<file path="config.mk">
export PLATFORM = sky130hd
export DESIGN_NAME = realtime_mux_config_sequencer
export DESIGN_NICKNAME = d
export VERILOG_FILES = /design/src/rtl/realtime_mux_config_sequencer.sv
export SDC_FILE = /design/constraint.sdc
export NUM_CORES = 1
export LEC_CHECK = 0
export BUFFER_PORTS_ARGS = -buffer_cell sky130_fd_sc_hd__buf_2
export CORE_ASPECT_RATIO = 1.25
export CORE_MARGIN = 4
export CORE_UTILIZATION = 35
export CTS_CLUSTER_SIZE = 25
export DETAILED_ROUTE_END_ITERATION = 7
export GPL_ROUTABILITY_DRIVEN = 0
export PLACE_DENSITY = 0.57
export SLEW_MARGIN = 20
export SYNTH_ARGS = -nofsm -noshare
export SYNTH_HDL_FRONTEND = slang
export SYNTH_SLANG_ARGS = --single-unit
</file>
<file path="constraint.sdc">
create_clock -name clk -period 4.4 [get_ports clk]
set_clock_uncertainty 0.15 [all_clocks]
set_input_delay 0.88 -clock clk [delete_from_list [all_inputs] [get_ports clk]]
set_output_delay 0.88 -clock clk [all_outputs]
set_load 0.02 [all_outputs]
</file>
<file path="src/rtl/realtime_mux_config_sequencer.sv">
// realtime_mux_config_sequencer
//
// Holds a software-loaded table of mux selection words. Each hardware trigger
// issues the next word on the config stream, so the downstream channel mux
// steps through a schedule of channel mappings without processor involvement.
// Sits upstream of the mux's config CDC and runs entirely in the clk domain.
//
// Ports
//   clk, reset        sole clock; asynchronous active-high reset
//   table_*           table load stream (slave); last marks the final entry
//   trigger           single-cycle advance request
//   config_*          selection word stream (master); channel k occupies
//                     bits [k*SELECT_BITS +: SELECT_BITS]; last tied to 1
//   index             entry the next trigger will send
//   length            number of valid table entries (0 = no table)
//   wrap              one-cycle pulse when index returns to 0 after a send
//   trigger_overrun   sticky; a trigger arrived with one already pending
//
// state | meaning
// IDLE  | no valid table (length 0) or a table load is in progress
// ARMED | table valid, waiting for a trigger
// SEND  | config_valid high, waiting for the handshake

module realtime_mux_config_sequencer #(
  parameter int OUTPUT_CHANNELS = 8,
  parameter int INPUT_CHANNELS  = 16,
  parameter int DEPTH           = 16,
  localparam int SELECT_BITS    = $clog2(INPUT_CHANNELS),
  localparam int CONFIG_WIDTH   = OUTPUT_CHANNELS * SELECT_BITS,
  localparam int IDX_W          = $clog2(DEPTH),
  localparam int LEN_W          = $clog2(DEPTH + 1)
) (
  input  logic                    clk,
  input  logic                    reset,
  input  logic [CONFIG_WIDTH-1:0] table_data,
  input  logic                    table_valid,
  input  logic                    table_last,
  output logic                    table_ready,
  input  logic                    trigger,
  output logic [CONFIG_WIDTH-1:0] config_data,
  output logic                    config_valid,
  input  logic                    config_ready,
  output logic                    config_last,
  output logic [IDX_W-1:0]        index,
  output logic [LEN_W-1:0]        length,
  output logic                    wrap,
  output logic                    trigger_overrun
);

  typedef enum logic [1:0] {IDLE, ARMED, SEND} state_t;

  state_t                  state;
  logic [IDX_W-1:0]        wptr;
  logic                    pending;
  logic [CONFIG_WIDTH-1:0] mem [DEPTH];

  logic                    accept;
  logic                    table_full;
  logic [LEN_W-1:0]        wptr_inc;
  logic [LEN_W-1:0]        idx_inc;
  logic [IDX_W-1:0]        next_idx;

  // Loads are refused while a word is in flight, so a table entry is never
  // read in the same cycle it is written.
  assign table_ready = (state != SEND) && !reset;
  assign accept      = table_valid && table_ready;
  assign config_last = 1'b1;

  assign table_full = (wptr == IDX_W'(DEPTH - 1));
  assign wptr_inc   = LEN_W'(wptr) + LEN_W'(1);
  assign idx_inc    = LEN_W'(index) + LEN_W'(1);
  assign next_idx   = (idx_inc == length) ? '0 : idx_inc[IDX_W-1:0];

  // Table storage carries no reset: a fresh table must be loaded after reset
  // anyway, and length 0 keeps stale contents from ever being sent.
  always_ff @(posedge clk) begin
    if (accept) mem[wptr] <= table_data;
  end

  always_ff @(posedge clk or posedge reset) begin
    if (reset) begin
      state           <= IDLE;
      wptr            <= '0;
      pending         <= 1'b0;
      index           <= '0;
      length          <= '0;
      config_data     <= '0;
      config_valid    <= 1'b0;
      wrap            <= 1'b0;
      trigger_overrun <= 1'b0;
    end else begin
      wrap <= 1'b0;
      case (state)
        IDLE, ARMED: begin
          // A load takes priority over a trigger arriving in the same cycle.
          if (accept) begin
            if (wptr == '0) index <= '0;
            if (table_last || table_full) begin
              length <= wptr_inc;
              wptr   <= '0;
              state  <= ARMED;
            end else begin
              if (wptr == '0) length <= '0;
              wptr  <= wptr + IDX_W'(1);
              state <= IDLE;
            end
          end else if (state == ARMED && trigger) begin
            config_data  <= mem[index];
            config_valid <= 1'b1;
            state        <= SEND;
          end
        end

        SEND: begin
          if (config_ready) begin
            index <= next_idx;
            wrap  <= (next_idx == '0);
            if (pending || trigger) begin
              // Back-to-back: the follow-on word goes out on the next cycle.
              // A fresh trigger alongside a consumed pending one stays queued.
              config_data <= mem[next_idx];
              pending     <= pending && trigger;
            end else begin
              config_valid <= 1'b0;
              state        <= ARMED;
            end
          end else if (trigger) begin
            if (pending) trigger_overrun <= 1'b1;
            else         pending         <= 1'b1;
          end
        end

        default: begin
          state        <= IDLE;
          config_valid <= 1'b0;
        end
      endcase
    end
  end

endmodule

</file>
Word level (Yosys, flattened, before mapping) --
Memories as Yosys holds them, arrays and structs flattened. Index checks and enable logic that the tools add are counted.
Storage, ports and cells: bits in writable memories 512, bits in registers 51, memories kept 1, input port bits 38, logic and storage cells 81
Memories:
- mem | depth 16, width 32, rd ports 2, clocked after Yosys merged registers in 0, wr ports 1, line 55 | logic [CONFIG_WIDTH-1:0] mem [DEPTH];
Operators by class: bitwise gates (word level) 1, add/sub/neg operators 3, reduce and logical (&&, ||, !) cells 22, muxes and demuxes 31, equality and inequality tests 14
Operators by type and width (number):
- 32-bit 2-to-1 mux | 4
- 32-bit one-hot mux with 2 select lines | 1
- 4-bit 2-to-1 mux | 5
- 2-bit != test, second input constant | 8
- 1-bit 2-to-1 mux | 12
- 4-bit AND reduction | 3
- 4-bit by 1-bit adder with 5-bit output, second input constant | 2
- 5-bit 2-to-1 mux | 2
- 3-bit AND reduction | 3
- 4-bit logical NOT | 2
- 2-bit 2-to-1 mux | 4
- 4-bit one-hot mux with 2 select lines | 1
- 2-bit nonzero test | 3
- 5-bit == test | 1
- 5-bit AND reduction | 1
- 4-bit by 1-bit adder with 4-bit output, second input constant | 1
- 4-bit == test, second input constant | 1
- 1-bit logical AND | 4
- 2-bit one-hot mux with 2 select lines | 1
- 3-bit != test, second input constant | 1
- 2-bit by 1-bit == test with 1-bit output, second input constant | 1
- 2-bit == test, second input constant | 1
- 2-bit logical NOT | 1
- 1-bit logical OR | 2
- 6 further kinds | 6

Longest topological paths before layout --
An unclocked memory read counts as a cell.
word-level depth 7, gate-level depth with buffers 11, mapped depth without buffers 8

Least setup slack after synthesis --
OpenSTA, ideal clock, no wires.
path type in2reg, start input reset, end memory mem[0][0] (netlist bit) (enable), setup slack -1.076 ns, setup time 0.461 ns, cell stages on the path 5, buffers on the path 1, data arrival time 4.865 ns, cell sequence inv_1 -> and3_1 -> clkbuf_1 -> nand2_1 -> nor3_1
Between the ends: cells in the longest elaborated chain, start to end 5
Ends and longest elaborated chain:
- start, declared | line 34 | input logic reset,
- 1-bit logical NOT (no source line)
- 1-bit logical AND | line 65 | assign table_ready = (state != SEND) && !reset;
- 1-bit logical AND | line 66 | assign accept = table_valid && table_ready;
- 1-bit 2-to-1 mux | line 77 | if (accept) mem[wptr] <= table_data;
- 1-bit 2-to-1 mux (implied by the code) | line 77
- end, declared | line 55
No other way between the ends.

Worst setup path after layout --
start register index[0], end register config_data[29]
Between the ends: cells in the longest elaborated chain, start to end 7
Ends and longest elaborated chain:
- start, declared | line 44 | output logic [IDX_W-1:0] index,
- start signal, assigned | line 116 | index <= next_idx;
- 4-bit by 1-bit adder with 5-bit output | line 71 | assign idx_inc = LEN_W'(index) + LEN_W'(1);
- 5-bit == test | line 72 | assign next_idx = (idx_inc == length) ? '0 : idx_inc[IDX_W-1:0];
- 4-bit 2-to-1 mux | line 72
- memory 16 x 32 bit *
- 32-bit 2-to-1 mux | line 118 | if (pending || trigger) begin
- 32-bit 2-to-1 mux | line 115 | if (config_ready) begin
- 32-bit one-hot mux with 2 select lines * | line 93 | case (state)
- end signal, assigned | line 108 | config_data <= mem[index];
- end signal, assigned | line 121 | config_data <= mem[next_idx];
- end, declared | line 40 | output logic [CONFIG_WIDTH-1:0] config_data,
Mark *: on every way between the ends. The rest lies on a longest branch, timed or not. The select of a mux whose other input is x is not followed. A chain may end at the register's enable or synchronous reset.

==> metrics.md <==
| Metric | Value |
|---|---|
| Layout cell share with drive strength beyond 1 | `25.7%` |
| DRC errors left | `0` |
| Die Wd | `254 µm` |
| Commonest cells after routing, fill and taps aside | `edfxtp_1, mux4_2, nand2_1` |
| CP arrival | `4.06 ns` |
| Vias | `17,400` |
| Comb pwr share | `39.9%` |
| Sequential power share | `34.1%` |
| Final setup vio count | `0` |
| Unrepaired setup endpoints after global routing | `no` |
| MaxCap Viol Count | `0` |
| Worst Hold End | `trigger_overrun$_DFFE_PP0P_` |
| Critical path peak fanout | `44` |
| Pleak | `9.66 nW` |
| Final min period | `3.68 ns` |
| Slew Viols, Final | `0` |
| Routed WL | `85,400 µm` |
| Cells after Synth | `1,740` |
| Die Ht | `316 µm` |
| Seq/Total Area, Yosys | `62.8%` |
| Crit path capture type | `register` |
| Grt total ovfl | `0` |
| # resized after CTS | `0` |
| Max_slew headroom | `23.4%` |
| Yosys warning count | `0` |
| TritonRoute pass-1 iters | `5` |
| Least-Margin Pin Slew | `1.15 ns` |
| # fillers | `6,871` |
| CTS tree | `done` |
| Total negative slack | `0 ns` |
| Vias per cell | `6.12` |
| Final hold slack | `0.330 ns` |
| DP HPWL | `50,600 µm` |
| Fin crit share | `83.6%` |
| Setup bufs post-CTS | `0` |
| Reg clk slew, reported paths | `0.06 ns` |
| I/O pin count | `84` |
| Post-synth EDFFs | `512` |
| Main synth FF type | `edfxtp_1` |
| Starting Density | `35.4%` |
| H-tree levels | `2` |
| R2r startpoint | `index[0]$_DFFE_PP0P_` |
| Synth Register Bits | `563` |
| Rows | `112` |
| WS Path Type | `register to register` |
| Hold wc startpoint | `trigger_overrun$_DFFE_PP0P_` |
| First-pass GRT wire length | `122,000 µm` |
| Clock Latency Late Sink | `0.61 ns` |
| Hold Vio Cnt, Final | `0` |
| Clk sinks | `563` |
| Clock root buffer | `clkbuf_16` |
| # nets final | `1,862` |
| I/O Buffers | `82` |
| Clock Power Share | `26.0%` |
| CTS Hold Bufs | `0` |
| Routed Antenna Nets | `0` |
| Layout area overhead | `14.9%` |
| Pin count of the biggest net entering global routing | `90` |
| DRT iter0 DRCs | `1,719` |
| Net Sw Frac | `38.2%` |
| RR Endpoint | `config_data[29]$_DFFE_PP0P_` |
| Startpoint class of the critical path | `register` |
| Status | `completed` |
| Mapped Area | `0.0265 mm²` |
| Power Density | `626 mW/mm²` |
| Fmax | `0.272 GHz` |
| Die ar. | `0.0802 mm²` |
| Placed Instances | `2,731` |
| Commonest non-fill, non-tap cell in the layout | `edfxtp_1` |
| Bufs on Longest Clock Path | `3` |
| Number of global-route vias before repair | `17,600` |
| R2R cell count | `9` |
| WL/cell | `30.1 µm` |
| Hold depth | `1` |
| Fin cells | `2,838` |
| Int Pwr | `11.8 mW` |
| Core footprint | `0.0748 mm²` |
| Worst VDD drop | `534 µV` |
| Hold Crit Class | `register to register` |
| Worst Path Required | `4.78 ns` |
| Cell variety after synth | `76` |
| Gr usage total | `20.8%` |
| Async SR Flop Fraction | `9.06%` |
| Syn Nets | `1,783` |
| NetSw | `7.29 mW` |
| Initial antenna violation count | `5` |
| Syn avg cell area | `15.2 µm²` |
| Reg2Reg Setup Slack | `0.72 ns` |
| CTS Buf Count | `55` |
==> synth_stat cells (29+ instances only) <==
master    count  area, µm²
nand2_1     142        533
o21ai_0      29        145
mux4_2      161       3630
o22ai_1      32        200
mux2i_1      63        631
dfrtp_1      51       1280
nor2_1      127        477
clkbuf_1     72        270
a221oi_1     34        298
a211oi_1     33        248
edfxtp_1    512      15400
buf_2        37        185
nand3_1      51        255
a31oi_1      38        238
a21oi_1      81        405
==> metal layers <==
metal  GRT usage [%]  vias to the layer above  share of wire (%)
met1            26.6                     9119                 38
met2            36.3                      829                 51
met3            3.13                      183                7.2
met4            7.22                        4                3.7
met5               0                        -              0.025
li1                -                     7230                  -
==> stage by stage <==
step / worst slack [ns] / total power, mW / utilization [%] / area (µm²)
2_1_floorplan: -0.221 / 11.3 / - / 26500
3_3_place_gp: 0.789 / 14.1 / 38.2 / 28600
3_5_place_dp: 0.749 / 14.1 / 38.2 / 28600
4_1_cts: 0.739 / 19.1 / 40.7 / 30400
5_1_grt: 0.418 / 19.8 / 40.7 / 30400
6_report: 0.722 / 19.1 / 40.7 / 30500
==> cell type report <==
cell class                      count  area [µm²]  share of cell area, %
Sequential cell                   563       16700                   54.7
Multi-Input combinational cell   1031        9450                   31.0
Clock buffer                       87        1630                   5.35
Antenna cell                        4        10.0                 0.0329
Tap cell                          969        1210                   3.98
Clock inverter                     16         253                  0.830
Timing Repair Buffer              160        1210                   3.97
Inverter                            8        30.0                 0.0986
==> worst max-delay path, stage by stage, from the launching register on <==
cell,delay [ns]
dfrtp_4,0.47
buf_4,0.56
xor2_1,0.25
and2_1,0.47
nand4_1,0.20
buf_4,0.32
o21ai_1,0.55
a221oi_1,0.21
and3_1,0.23
o31ai_1,0.18
==> worst max path at each step <==
| stage | startpoint | endpoint | slack, ns |
|---|---|---|---|
| detailed placement | index[0]$_DFFE_PP0P_ | config_data[25]$_DFFE_PP0P_ | 0.75 |
| CTS | index[0]$_DFFE_PP0P_ | config_data[1]$_DFFE_PP0P_ | 0.74 |
| finish | index[0]$_DFFE_PP0P_ | config_data[29]$_DFFE_PP0P_ | 0.72 |
| floorplan | reset | mem[8][0]$_DFFE_PP_ | -0.22 |
| global route | index[0]$_DFFE_PP0P_ | config_data[19]$_DFFE_PP0P_ | 0.42 |
| global placement | index[0]$_DFFE_PP0P_ | config_data[11]$_DFFE_PP0P_ | 0.79 |
==> cell families (layout without fill, tap and decap cells) <==
family / Yosys count / after routing / synth area share [%]
xor+xnor: 14 / 14 / 0.930
buf+inv: 146 / 271 / 2.42
simple gates: 394 / 394 / 6.54
other cells: 1 / 5 / 0.0141
flops: 563 / 563 / 62.8
mux: 243 / 243 / 16.9
fa+ha+maj: 5 / 5 / 0.236
compound gates: 374 / 374 / 10.2
==> power groups by stage <==
stage               Clock, mW  Combinational, mW  Sequential [mW]
detailed placement          0               7.50             6.62
global route             5.25               7.99             6.53
finish                   4.96               7.61             6.51
floorplan                   0               4.66             6.64
global placement            0               7.44             6.61
CTS                      5.04               7.53             6.51
==> registers in the layout, indices dropped and copies added, names as in the netlist <==
signal           count
mem                512
config_data         32
length               5
index                4
wptr                 4
state                2
config_valid         1
pending              1
trigger_overrun      1
wrap                 1
Power figures use the tool's default switching activity.
